**src/rtl/lift_call_dispatcher.sv**
```systemverilog
// Two-car hall-call dispatcher: latches hall button presses into call slots,
// assigns each call to the cheaper car and clears it when that car serves it.
module lift_call_dispatcher #(
    parameter int FLOORS = 4,
    parameter int CW     = 4
) (
    input  logic              clk,
    input  logic              reset,
    input  logic [FLOORS-1:0] hall_up_btn,
    input  logic [FLOORS-1:0] hall_dn_btn,
    input  logic [FLOORS-1:0] a_pos,
    input  logic [1:0]        a_dir,
    input  logic              a_door,
    input  logic [FLOORS-1:0] b_pos,
    input  logic [1:0]        b_dir,
    input  logic              b_door,
    output logic [FLOORS-1:0] a_up_req,
    output logic [FLOORS-1:0] a_dn_req,
    output logic [FLOORS-1:0] b_up_req,
    output logic [FLOORS-1:0] b_dn_req,
    output logic [FLOORS-1:0] hall_up_lamp,
    output logic [FLOORS-1:0] hall_dn_lamp,
    output logic              busy
);
    localparam int N  = 2 * FLOORS;
    localparam int PW = $clog2(N);
    localparam logic [CW-1:0] COST_MAX  = '1;
    localparam logic [N-1:0]  SLOT_ONE  = {{(N-1){1'b0}}, 1'b1};
    // Up at the top floor and down at floor 0 are not real calls.
    localparam logic [N-1:0]  SLOT_MASK = ~((SLOT_ONE << (FLOORS - 1)) | (SLOT_ONE << FLOORS));

    typedef enum logic [1:0] {IDLE, EVAL, COMMIT} state_t;

    state_t          state_q, state_d;
    logic [PW-1:0]   ptr_q, ptr_d;
    logic [CW-1:0]   cost_a_q, cost_a_d, cost_b_q, cost_b_d;
    logic            rr_q, rr_d;
    logic [N-1:0]    sync1_q, sync1_d, sync2_q, sync2_d, sync3_q, sync3_d;
    logic [N-1:0]    pending_q, pending_d, assigned_q, assigned_d, owner_q, owner_d;
    logic [N-1:0]    req_a_q, req_a_d, req_b_q, req_b_d;
    logic            busy_q, busy_d;
    logic [N-1:0]    clear;

    function automatic logic [CW-1:0] car_cost(input logic [FLOORS-1:0] pos,
                                               input logic [1:0] dir,
                                               input int f, input logic call_dn);
        logic [FLOORS-1:0] sh;
        int p;
        int c;
        p = 0;
        for (int i = 0; i < FLOORS; i++) begin
            sh = pos >> i;
            if (sh[0]) p = i;
        end
        c = (f >= p) ? (f - p) : (p - f);
        // Moving away, or heading through the floor the wrong way for the call.
        if ((dir == 2'b01) && ((f < p) || call_dn))  c = c + FLOORS;
        if ((dir == 2'b10) && ((f > p) || !call_dn)) c = c + FLOORS;
        return $onehot(pos) ? c[CW-1:0] : COST_MAX;
    endfunction

    genvar gi;
    generate
        for (gi = 0; gi < N; gi++) begin : g_clear
            localparam int         FL    = gi % FLOORS;
            localparam logic [1:0] MATCH = (gi >= FLOORS) ? 2'b10 : 2'b01;
            logic a_at, b_at, a_ok, b_ok;
            assign a_at = a_door & a_pos[FL];
            assign b_at = b_door & b_pos[FL];
            assign a_ok = (a_dir == 2'b00) || (a_dir == 2'b11) || (a_dir == MATCH);
            assign b_ok = (b_dir == 2'b00) || (b_dir == 2'b11) || (b_dir == MATCH);
            assign clear[gi] = assigned_q[gi] ? (owner_q[gi] ? b_at : a_at)
                                              : ((a_at & a_ok) | (b_at & b_ok));
        end
    endgenerate

    always_comb begin
        logic [N-1:0]  unserved;
        logic [PW-1:0] cand;
        logic          found;
        logic          win;
        logic          slot_dn;
        int            sf;

        state_d    = state_q;
        ptr_d      = ptr_q;
        cost_a_d   = cost_a_q;
        cost_b_d   = cost_b_q;
        rr_d       = rr_q;
        sync1_d    = {hall_dn_btn, hall_up_btn};
        sync2_d    = sync1_q;
        sync3_d    = sync2_q;
        pending_d  = pending_q | (sync2_q & ~sync3_q & SLOT_MASK);
        assigned_d = assigned_q;
        owner_d    = owner_q;
        unserved   = pending_q & ~assigned_q;
        cand       = '0;
        found      = 1'b0;
        win        = 1'b0;
        slot_dn    = (int'(ptr_q) >= FLOORS);
        sf         = slot_dn ? (int'(ptr_q) - FLOORS) : int'(ptr_q);

        case (state_q)
            IDLE: begin
                for (int k = 1; k <= N; k++) begin
                    cand = PW'((int'(ptr_q) + k) % N);
                    if (!found && unserved[cand]) begin
                        found = 1'b1;
                        ptr_d = cand;
                    end
                end
                if (found) state_d = EVAL;
            end
            EVAL: begin
                cost_a_d = car_cost(a_pos, a_dir, sf, slot_dn);
                cost_b_d = car_cost(b_pos, b_dir, sf, slot_dn);
                state_d  = COMMIT;
            end
            COMMIT: begin
                state_d = IDLE;
                if (unserved[ptr_q] && !((cost_a_q == COST_MAX) && (cost_b_q == COST_MAX))) begin
                    if (cost_a_q < cost_b_q) begin
                        win = 1'b0;
                    end else if (cost_b_q < cost_a_q) begin
                        win = 1'b1;
                    end else begin
                        win  = rr_q;
                        rr_d = ~rr_q;
                    end
                    assigned_d[ptr_q] = 1'b1;
                    owner_d[ptr_q]    = win;
                end
            end
            default: state_d = IDLE;
        endcase

        // Service overrides both a fresh press and a commit in the same cycle.
        pending_d  = pending_d & ~clear;
        assigned_d = assigned_d & ~clear;
        owner_d    = owner_d & ~clear;
        req_a_d    = pending_d & assigned_d & ~owner_d;
        req_b_d    = pending_d & assigned_d & owner_d;
        busy_d     = (state_d != IDLE);
    end

    always_ff @(posedge clk or posedge reset) begin
        if (reset) begin
            state_q    <= IDLE;
            ptr_q      <= '0;
            cost_a_q   <= '0;
            cost_b_q   <= '0;
            rr_q       <= 1'b0;
            sync1_q    <= '0;
            sync2_q    <= '0;
            sync3_q    <= '0;
            pending_q  <= '0;
            assigned_q <= '0;
            owner_q    <= '0;
            req_a_q    <= '0;
            req_b_q    <= '0;
            busy_q     <= 1'b0;
        end else begin
            state_q    <= state_d;
            ptr_q      <= ptr_d;
            cost_a_q   <= cost_a_d;
            cost_b_q   <= cost_b_d;
            rr_q       <= rr_d;
            sync1_q    <= sync1_d;
            sync2_q    <= sync2_d;
            sync3_q    <= sync3_d;
            pending_q  <= pending_d;
            assigned_q <= assigned_d;
            owner_q    <= owner_d;
            req_a_q    <= req_a_d;
            req_b_q    <= req_b_d;
            busy_q     <= busy_d;
        end
    end

    assign hall_up_lamp = pending_q[FLOORS-1:0];
    assign hall_dn_lamp = pending_q[N-1:FLOORS];
    assign a_up_req     = req_a_q[FLOORS-1:0];
    assign a_dn_req     = req_a_q[N-1:FLOORS];
    assign b_up_req     = req_b_q[FLOORS-1:0];
    assign b_dn_req     = req_b_q[N-1:FLOORS];
    assign busy         = busy_q;
endmodule

```
**config.mk**
```make
export PLATFORM = sky130hd
export DESIGN_NAME = lift_call_dispatcher
export DESIGN_NICKNAME = d
export VERILOG_FILES = /design/src/rtl/lift_call_dispatcher.sv
export SDC_FILE = /design/constraint.sdc
export NUM_CORES = 1
export LEC_CHECK = 0
export CORE_MARGIN = 2
export CORE_UTILIZATION = 55
export CTS_BUF_LIST = sky130_fd_sc_hd__clkbuf_8 sky130_fd_sc_hd__clkbuf_16
export DETAILED_ROUTE_END_ITERATION = 16
export PLACE_DENSITY = 0.78
export SETUP_SLACK_MARGIN = 0.4
export SLEW_MARGIN = 40
export SYNTH_ARGS = -nofsm -noshare
export SYNTH_HDL_FRONTEND = slang
export SYNTH_SLANG_ARGS = --single-unit
```
**constraint.sdc**
```tcl
create_clock -name clk -period 4.4 [get_ports clk]
set_input_delay 0.88 -clock clk [delete_from_list [all_inputs] [get_ports clk]]
set_output_delay 0.88 -clock clk [all_outputs]
set_load 0.01 [all_outputs]
```
==> impl_metrics.prom, run 1 <==
# TYPE chip_impl_metric gauge
chip_impl_metric{name="post-cts-setup-buffer-count",unit=""} 0
chip_impl_metric{name="netlist-cell-type-count",unit=""} 55
chip_impl_metric{name="critical_path.max_stage_delay",unit="ps"} 580
chip_impl_metric{name="worst-endpoint-arrival",unit="ps"} 3560
chip_impl_metric{name="die_width",unit="µm"} 95.1
chip_impl_metric{name="post_cts.resized_instances",unit=""} 0
chip_impl_metric{name="p_leak",unit="µW"} 0.00234
chip_impl_info{name="synth_flop_cell",value="dfrtp_1"} 1
chip_impl_metric{name="max_slew_margin",unit="%"} 50.6
chip_impl_metric{name="synth_top_cell_area_share",unit="%"} 40.1
chip_impl_info{name="cpMostUsedCell",value="a21oi_1"} 1
chip_impl_metric{name="power",unit="µW"} 3450
chip_impl_metric{name="cts_buffers",unit=""} 9
chip_impl_metric{name="period_needed",unit="ps"} 3300
chip_impl_metric{name="detail_route.iter0.violations",unit=""} 214
chip_impl_metric{name="clock_sink_count",unit=""} 73
chip_impl_metric{name="clk_latency",unit="ps"} 360
chip_impl_metric{name="num_vias",unit=""} 3798
chip_impl_metric{name="insertedDiodeCount",unit=""} 0
chip_impl_metric{name="finish.cell_count_without_fillers",unit=""} 629
chip_impl_metric{name="synth.cell_area",unit="mm²"} 0.00456
chip_impl_metric{name="fmax",unit="MHz"} 303
chip_impl_metric{name="floorplan.initialDensity",unit="%"} 56.1
chip_impl_metric{name="syn_nets",unit=""} 521
chip_impl_metric{name="fraction_of_final_layout_cells_sized_beyond_drive_strength_1",unit="%"} 9.35
chip_impl_metric{name="place.detailed.hpwl",unit="mm"} 8.07
chip_impl_metric{name="postSynthAreaPerCell",unit="µm²"} 9.74
chip_impl_metric{name="drv.max_cap_violation_count",unit=""} 0
chip_impl_metric{name="worst_setup_hold_path_clk_slew",unit="ps"} 90
chip_impl_metric{name="grt_max_degree",unit=""} 47
chip_impl_metric{name="groute.usage.overall",unit="%"} 26.3
chip_impl_metric{name="post-route-period-util",unit="%"} 75.1
chip_impl_metric{name="synth_cells",unit=""} 468
chip_impl_info{name="yosysMostFrequentCell",value="dfrtp_1"} 1
chip_impl_metric{name="numPlacedInstances",unit=""} 613
chip_impl_metric{name="detail_route.wirelength",unit="mm"} 11.0
chip_impl_metric{name="clock_path_buffers",unit=""} 2
chip_impl_metric{name="worstPathMaxFanout",unit=""} 5
chip_impl_metric{name="io_pins",unit=""} 49
chip_impl_metric{name="area_delta_synth_final",unit="%"} 16.5
chip_impl_metric{name="crit_required",unit="ps"} 4650
chip_impl_metric{name="grt_overflow",unit=""} 0
chip_impl_info{name="endpoint_kind",value="flip-flop"} 1
chip_impl_metric{name="firstDrtPassIters",unit=""} 6
chip_impl_metric{name="floorplan.core_area",unit="mm²"} 0.00813
chip_impl_info{name="kind_of_launch_point_of_the_worst_setup_path",value="input pin"} 1
chip_impl_info{name="clock_tree.root_cell",value="clkbuf_8"} 1
chip_impl_metric{name="floorplan.die_area",unit="mm²"} 0.00904
chip_impl_metric{name="fp_rows",unit=""} 33
chip_impl_metric{name="nNetsFinal",unit=""} 572
chip_impl_info{name="timing.setup.critical_path_class",value="in -> reg"} 1
chip_impl_metric{name="portBuffers",unit=""} 46
chip_impl_metric{name="finalMaxSlewViolations",unit=""} 0
chip_impl_info{name="timing.critical_path.cells",value="clkdlybuf4s50_1 > inv_1 > o21ai_0 > ha_1 > inv_1 > fa_1 > a21oi_1 > a21oi_1 > a221oi_1 > xnor2_1 > a21oi_1"} 1
chip_impl_info{name="run_status",value="completed"} 1
chip_impl_metric{name="cts_htree_levels",unit=""} 3
chip_impl_info{name="rsz0062_at_grt",value="no"} 1
chip_impl_metric{name="peakVddDrop",unit="mV"} 0.273
chip_impl_metric{name="number_of_global_route_vias_before_repair",unit=""} 3821
chip_impl_info{name="holdCritPathClass",value="reg -> reg"} 1
chip_impl_info{name="yosysTopAreaCell",value="dfrtp_1"} 1
chip_impl_info{name="tritoncts_clock_tree",value="yes"} 1
chip_impl_info{name="synth_commonest_cells",value="73 x dfrtp_1, 48 x a21oi_1, 45 x nor2_1"} 1
chip_impl_metric{name="detail_route.vias_per_cell",unit=""} 6.04
chip_impl_metric{name="clk_skew",unit="ps"} 16.9
chip_impl_metric{name="hold_buffers",unit=""} 0
chip_impl_metric{name="async_reset_ff_share",unit="%"} 100
chip_impl_metric{name="wirelength_per_cell",unit="µm"} 17.4
chip_impl_metric{name="synth-seq-area-share",unit="%"} 40.1
chip_impl_metric{name="setup_viol",unit=""} 0
chip_impl_metric{name="number_of_endpoints_with_negative_hold_slack_in_the_final_report",unit=""} 0
chip_impl_info{name="timing.critical_path.slowest_stage_cell",value="clkdlybuf4s50_1"} 1
chip_impl_metric{name="drc",unit=""} 0
chip_impl_metric{name="grt_pass1_wl",unit="mm"} 18.2
chip_impl_info{name="yosys-top-cells-area",value="dfrtp_1 40%, ha_1 6.3%, mux4_2 5.4%, a21oi_1 5.3%, nor2_1 3.7%"} 1
chip_impl_metric{name="finalWeightedCongestion",unit=""} 0.852
chip_impl_metric{name="ys_ff_latch",unit=""} 73
chip_impl_metric{name="total_negative_slack",unit="ps"} 0
chip_impl_metric{name="antenna_found_initial",unit=""} 0
chip_impl_metric{name="dieHeight",unit="µm"} 95.1
chip_impl_metric{name="yosysWarningCount",unit=""} 0
chip_impl_metric{name="synth_enable_flop_cells",unit=""} 0
chip_impl_metric{name="power_per_cell_area",unit="mW/mm²"} 650
chip_impl_metric{name="transition_time_of_the_tightest_slew_check_pin",unit="ps"} 739
chip_impl_metric{name="route.antenna.remaining_nets",unit=""} 0
[registers in the layout, indices dropped and copies added, names as in the netlist, 6 cells and up]
signal and flops:
sync1_q 6, owner_q 8, pending_q 8, sync2_q 6, assigned_q 8, req_a_q 8
sync3_q 6, req_b_q 8
[metal layers]
layer  part of all wire, %  GRT usage [%]  routed length [µm]  vias to the layer above
met5                     0              0                   0                        -
met4                   2.3           10.6                 253                        0
met3                   4.9           5.38                 533                       24
met2                    49           42.5                5410                      114
met1                    43           34.7                4770                     1876
li1                      -              -                   -                     1784
[power by group]
group          leakage (µW)  switching (µW)  internal (µW)
combinational       0.00133            1220            860
sequential         0.000918            92.5            767
clock             0.0000925             295            215
[critical path: cells and delay by family]
family                   cells  cell delay (ps)
adder cells (fa/ha/maj)      2              620
AO/OA/AOI/OAI                5             1150
buffers and inverters        3              750
XOR/XNOR                     1              160
[area by class of cell]
| cell class | count | area (µm²) |
|---|---|---|
| fill | 650 | 2820 |
| multi-input combinational | 341 | 2510 |
| sequential | 73 | 1830 |
| timing repair buffer | 51 | 498 |
| inverter | 43 | 164 |
| tap | 105 | 131 |
| clock buffer | 9 | 124 |
| clock inverter | 7 | 58.8 |
[stage by stage]
step / hold WS, ps / setup WS, ps / util [%] / instance area, µm²
2_1_floorplan: 331 / 1230 / - / 4560
3_3_place_gp: 336 / 826 / 63.0 / 5130
3_5_place_dp: 336 / 733 / 63.1 / 5130
4_1_cts: 360 / 1110 / 65.3 / 5310
5_1_grt: 359 / 917 / 65.3 / 5310
6_report: 358 / 1100 / 65.3 / 5310
[worst paths after layout]
check                      cells after the start          end  slack (ps)  startpoint
setup / recovery                              11  cost_b_q[3]        1100    b_pos[1]
hold / removal                                 0   sync2_q[0]         360  sync1_q[0]
setup reg to reg                               8     ptr_q[1]        1200    ptr_q[2]
hold reg to reg                                0   sync2_q[0]         360  sync1_q[0]
max in group asynchronous                      3   owner_q[6]        2710       reset
min in group asynchronous                      2   req_a_q[0]         920       reset
[cell usage in the layout (no fill, tap or decap), types with 3 or more instances in the layout]
master / Yosys / routed
nor3_2: 4 / 4
dfrtp_1: 73 / 73
nor3_1: 10 / 10
and2_1: 7 / 7
nor2_1: 45 / 45
inv_1: 42 / 41
a22oi_1: 6 / 6
nand3_1: 5 / 5
mux4_2: 11 / 11
clkdlybuf4s50_1: 0 / 46
a311oi_1: 5 / 5
xor2_1: 5 / 5
fa_1: 6 / 6
nand3b_1: 4 / 4
mux2i_1: 10 / 10
o211ai_1: 8 / 8
ha_1: 23 / 23
xnor2_1: 4 / 4
clkbuf_8: 0 / 9
mux2_1: 4 / 4
nand2b_1: 6 / 6
o21ai_0: 17 / 17
buf_4: 0 / 5
mux2_2: 6 / 6
nand2_1: 35 / 35
inv_6: 0 / 3
a21oi_1: 48 / 48
and3_1: 3 / 3
o21a_1: 7 / 7
a31oi_1: 6 / 6
nor2b_1: 14 / 14
o22ai_1: 7 / 7
a211oi_1: 4 / 4
a32oi_1: 4 / 4
[kinds of logic after synthesis]
kind of cell,count (synthesis),synth area share [%]
adder cells (fa/ha/maj),29,8.94
buffers and inverters,54,4.91
XOR/XNOR,9,1.73
AO/OA/AOI/OAI,129,18.1
AND/OR/NAND/NOR,141,15.6
flip-flops,73,40.1
multiplexers,33,10.8
Note: power is estimated with default switching activity, not from simulation.
==> run 2, diff against run 1 <==
Settings changed: CORE_UTILIZATION 55 to 52, PLACE_DENSITY 0.78 to 0.77.
Clock period 4.4 ns to 3 ns, I/O delays scaled along.
==> run 2 against run 1 <==
Critical path type is now reg -> reg. Global-route usage down 1.6 points. Die area up 5.5%. Combinational power up 86%. Non-clock buffer count up 43. Cell area up 12%. Highest routed layer unchanged. Sequential cell count unchanged. Worst hold slack worse by 3.2 ps. Clock skew about the same.
==> impl_metrics.prom, run 2 (same netlist as run 1, synthesis figures left out) <==
# TYPE chip_impl_metric gauge
chip_impl_metric{name="clk_skew",unit="ps"} 16.9
chip_impl_metric{name="max_slew_margin",unit="%"} 47.8
chip_impl_metric{name="post-route-period-util",unit="%"} 87.0
chip_impl_info{name="holdCritPathClass",value="reg -> reg"} 1
chip_impl_metric{name="setup_viol",unit=""} 0
chip_impl_metric{name="portBuffers",unit=""} 46
chip_impl_info{name="final_cell_mix",value="71 x dfrtp_1, 45 x nor2_1, 45 x a21oi_1, 45 x clkdlybuf4s50_1, 43 x buf_4"} 1
chip_impl_metric{name="antenna_found_initial",unit=""} 0
chip_impl_metric{name="detail_route.wirelength",unit="mm"} 12.2
chip_impl_metric{name="hold_buffers",unit=""} 0
chip_impl_info{name="timing.setup.critical_path_class",value="reg -> reg"} 1
chip_impl_metric{name="peakVddDrop",unit="mV"} 0.501
chip_impl_metric{name="worstPathMaxFanout",unit=""} 11
chip_impl_metric{name="drc",unit=""} 0
chip_impl_metric{name="finish.cell_count_without_fillers",unit=""} 675
chip_impl_info{name="timing.critical_path.cells",value="clkbuf_16 > o21a_1 > mux4_2 > nor3_2 > buf_4 > and2_4 > mux2_2 > nor3_1"} 1
chip_impl_metric{name="p_clk_share",unit="%"} 14.4
chip_impl_metric{name="floorplan.core_area",unit="mm²"} 0.00859
chip_impl_metric{name="place.detailed.hpwl",unit="mm"} 8.43
chip_impl_metric{name="crit_required",unit="ps"} 3280
chip_impl_metric{name="cts_htree_levels",unit=""} 3
chip_impl_info{name="worst_setup_path_startpoint",value="ptr_q[0]"} 1
chip_impl_metric{name="detail_route.iter0.violations",unit=""} 274
chip_impl_info{name="worstReg2RegStart",value="ptr_q[0]"} 1
chip_impl_metric{name="power.share.combinational",unit="%"} 64.5
chip_impl_metric{name="internal_power",unit="µW"} 3350
chip_impl_metric{name="timing.critical_path.depth",unit=""} 8
chip_impl_metric{name="numPlacedInstances",unit=""} 644
chip_impl_metric{name="fp_rows",unit=""} 34
chip_impl_metric{name="detail_route.vias_per_cell",unit=""} 6.02
chip_impl_info{name="rsz0062_at_grt",value="yes"} 1
chip_impl_metric{name="cts_buffers",unit=""} 9
chip_impl_metric{name="wirelength_per_cell",unit="µm"} 18.0
chip_impl_metric{name="p_sw",unit="µW"} 2660
chip_impl_metric{name="die_width",unit="µm"} 97.7
chip_impl_metric{name="power.share.sequential",unit="%"} 21.1
chip_impl_metric{name="holdPathStages",unit=""} 0
chip_impl_metric{name="power_per_cell_area",unit="mW/mm²"} 1010
chip_impl_metric{name="final_util",unit="%"} 69.1
chip_impl_metric{name="io_pins",unit=""} 49
chip_impl_info{name="clock_tree.root_cell",value="clkbuf_8"} 1
chip_impl_metric{name="number_of_endpoints_with_negative_hold_slack_in_the_final_report",unit=""} 0
chip_impl_metric{name="rr_worst_depth",unit=""} 8
chip_impl_info{name="kind_of_launch_point_of_the_worst_setup_path",value="flip-flop"} 1
chip_impl_metric{name="grt_overflow",unit=""} 0
chip_impl_metric{name="cp_num_buf_inv",unit=""} 2
chip_impl_metric{name="grt_max_degree",unit=""} 37
chip_impl_info{name="min_from",value="sync1_q[7]"} 1
chip_impl_metric{name="route.antenna.remaining_nets",unit=""} 0
chip_impl_metric{name="p_leak",unit="µW"} 0.00265
chip_impl_metric{name="area_delta_synth_final",unit="%"} 30.3
chip_impl_metric{name="swShare",unit="%"} 44.2
chip_impl_metric{name="grt_pass1_wl",unit="mm"} 18.8
chip_impl_metric{name="insertedDiodeCount",unit=""} 0
chip_impl_metric{name="clock_sink_count",unit=""} 73
chip_impl_metric{name="worst_setup_hold_path_clk_slew",unit="ps"} 80
chip_impl_metric{name="critical_path.max_stage_delay",unit="ps"} 550
chip_impl_metric{name="groute.usage.overall",unit="%"} 24.7
chip_impl_metric{name="clk_latency",unit="ps"} 360
chip_impl_metric{name="fmax",unit="MHz"} 383
chip_impl_info{name="cpLargestDelayFamily",value="multiplexers"} 1
chip_impl_metric{name="floorplan.die_area",unit="mm²"} 0.00954
chip_impl_metric{name="transition_time_of_the_tightest_slew_check_pin",unit="ps"} 780
chip_impl_info{name="timing.critical_path.slowest_stage_cell",value="mux4_2"} 1
chip_impl_metric{name="firstDrtPassIters",unit=""} 7
chip_impl_metric{name="nNetsFinal",unit=""} 615
chip_impl_info{name="endpoint_kind",value="flip-flop"} 1
chip_impl_info{name="run_status",value="completed"} 1
chip_impl_metric{name="number_of_global_route_vias_before_repair",unit=""} 3918
chip_impl_metric{name="fraction_of_final_layout_cells_sized_beyond_drive_strength_1",unit="%"} 21.5
chip_impl_metric{name="num_vias",unit=""} 4062
chip_impl_metric{name="finalMaxSlewViolations",unit=""} 0
chip_impl_info{name="layout_commonest_cell",value="dfrtp_1"} 1
chip_impl_metric{name="drv.max_cap_violation_count",unit=""} 0
chip_impl_metric{name="period_needed",unit="ps"} 2610
chip_impl_metric{name="finalWeightedCongestion",unit=""} 0.862
chip_impl_metric{name="dieHeight",unit="µm"} 97.7
chip_impl_info{name="tritoncts_clock_tree",value="yes"} 1
chip_impl_metric{name="worst-endpoint-arrival",unit="ps"} 2890
chip_impl_metric{name="clock_path_buffers",unit=""} 2
chip_impl_metric{name="setup.reg_to_reg.worst_slack",unit="ps"} 390
chip_impl_metric{name="floorplan.initialDensity",unit="%"} 53.1
## run 2: cell count changes in the layout (fill, tap and decap cells not counted), sizes merged
cell           previous run  this run
buf                       5        46
inv                      47        44
bufinv                    0         2
clkbuf                    9        11
clkdlybuf4s50            46        45
clkinv                    2         3
dlymetal6s2s              0         1
## run 2: final cells by class
type	count	area, µm²
Clock buffer	9	124
Clock inverter	7	95.1
Fill cell	632	2650
Inverter	43	180
Multi-Input combinational cell	341	2680
Sequential cell	73	1830
Tap cell	108	135
Timing Repair Buffer	94	896
## run 2: worst reg2reg max path, cell delays in order (launching register included)
cell       delay, ps
dfrtp_2          510
clkbuf_16        210
o21a_1           230
mux4_2           560
nor3_2           180
buf_4            200
and2_4           180
mux2_2           330
nor3_1           130
## run 2: metrics by stage
stage	power, µW	setup TNS, ps	instance area [µm²]	hold slack (ps)	worst slack, ps
2_1_floorplan	3770	0	4650	331	408
3_3_place_gp	4480	-55.8	5420	335	-44.6
3_5_place_dp	4570	-263	5420	337	-138
4_1_cts	5490	0	5670	356	349
5_1_grt	6360	0	5940	362	280
6_report	6000	0	5940	354	389
## run 2: power by group through the flow
stage	registers [µW]	clock network [µW]	logic, µW
3_3_place_gp	1250	0	3230
4_1_cts	1240	875	3380
6_report	1270	867	3870
3_5_place_dp	1260	0	3310
5_1_grt	1290	919	4150
2_1_floorplan	1260	0	2510
## run 2: worst paths after layout
path / endpoint
setup / recovery: req_b_q[0]
hold / removal: sync2_q[7]
setup reg to reg: req_b_q[0]
hold reg to reg: sync2_q[7]
max in group asynchronous: state_q[0]
min in group asynchronous: sync1_q[0]
## run 2: what timing repair did
action | in CTS | in global routing
setup buffers | 0 | 13
hold endpoints to repair | 0 | 0
gates cloned | 0 | 2
pin swaps | 0 | 13
setup endpoints to repair | 21 | 23
gates resized for setup | 10 | 33
## run 2: per-layer routing
| metal | vias to the layer above | GRT usage [%] | wire length, µm |
|---|---|---|---|
| met5 | - | 0 | 0 |
| met4 | 0 | 8.97 | 289 |
| met3 | 27 | 3.88 | 664 |
| met2 | 151 | 43.3 | 6320 |
| met1 | 2011 | 30.7 | 4880 |
| li1 | 1873 | - | - |
==> run 3, diff against run 2 <==
Settings changed: ABC_CLOCK_PERIOD_IN_PS set to 3000.
==> results of run 3 <==
No change in the layout: final DEF, timing and power equal those of run 2.
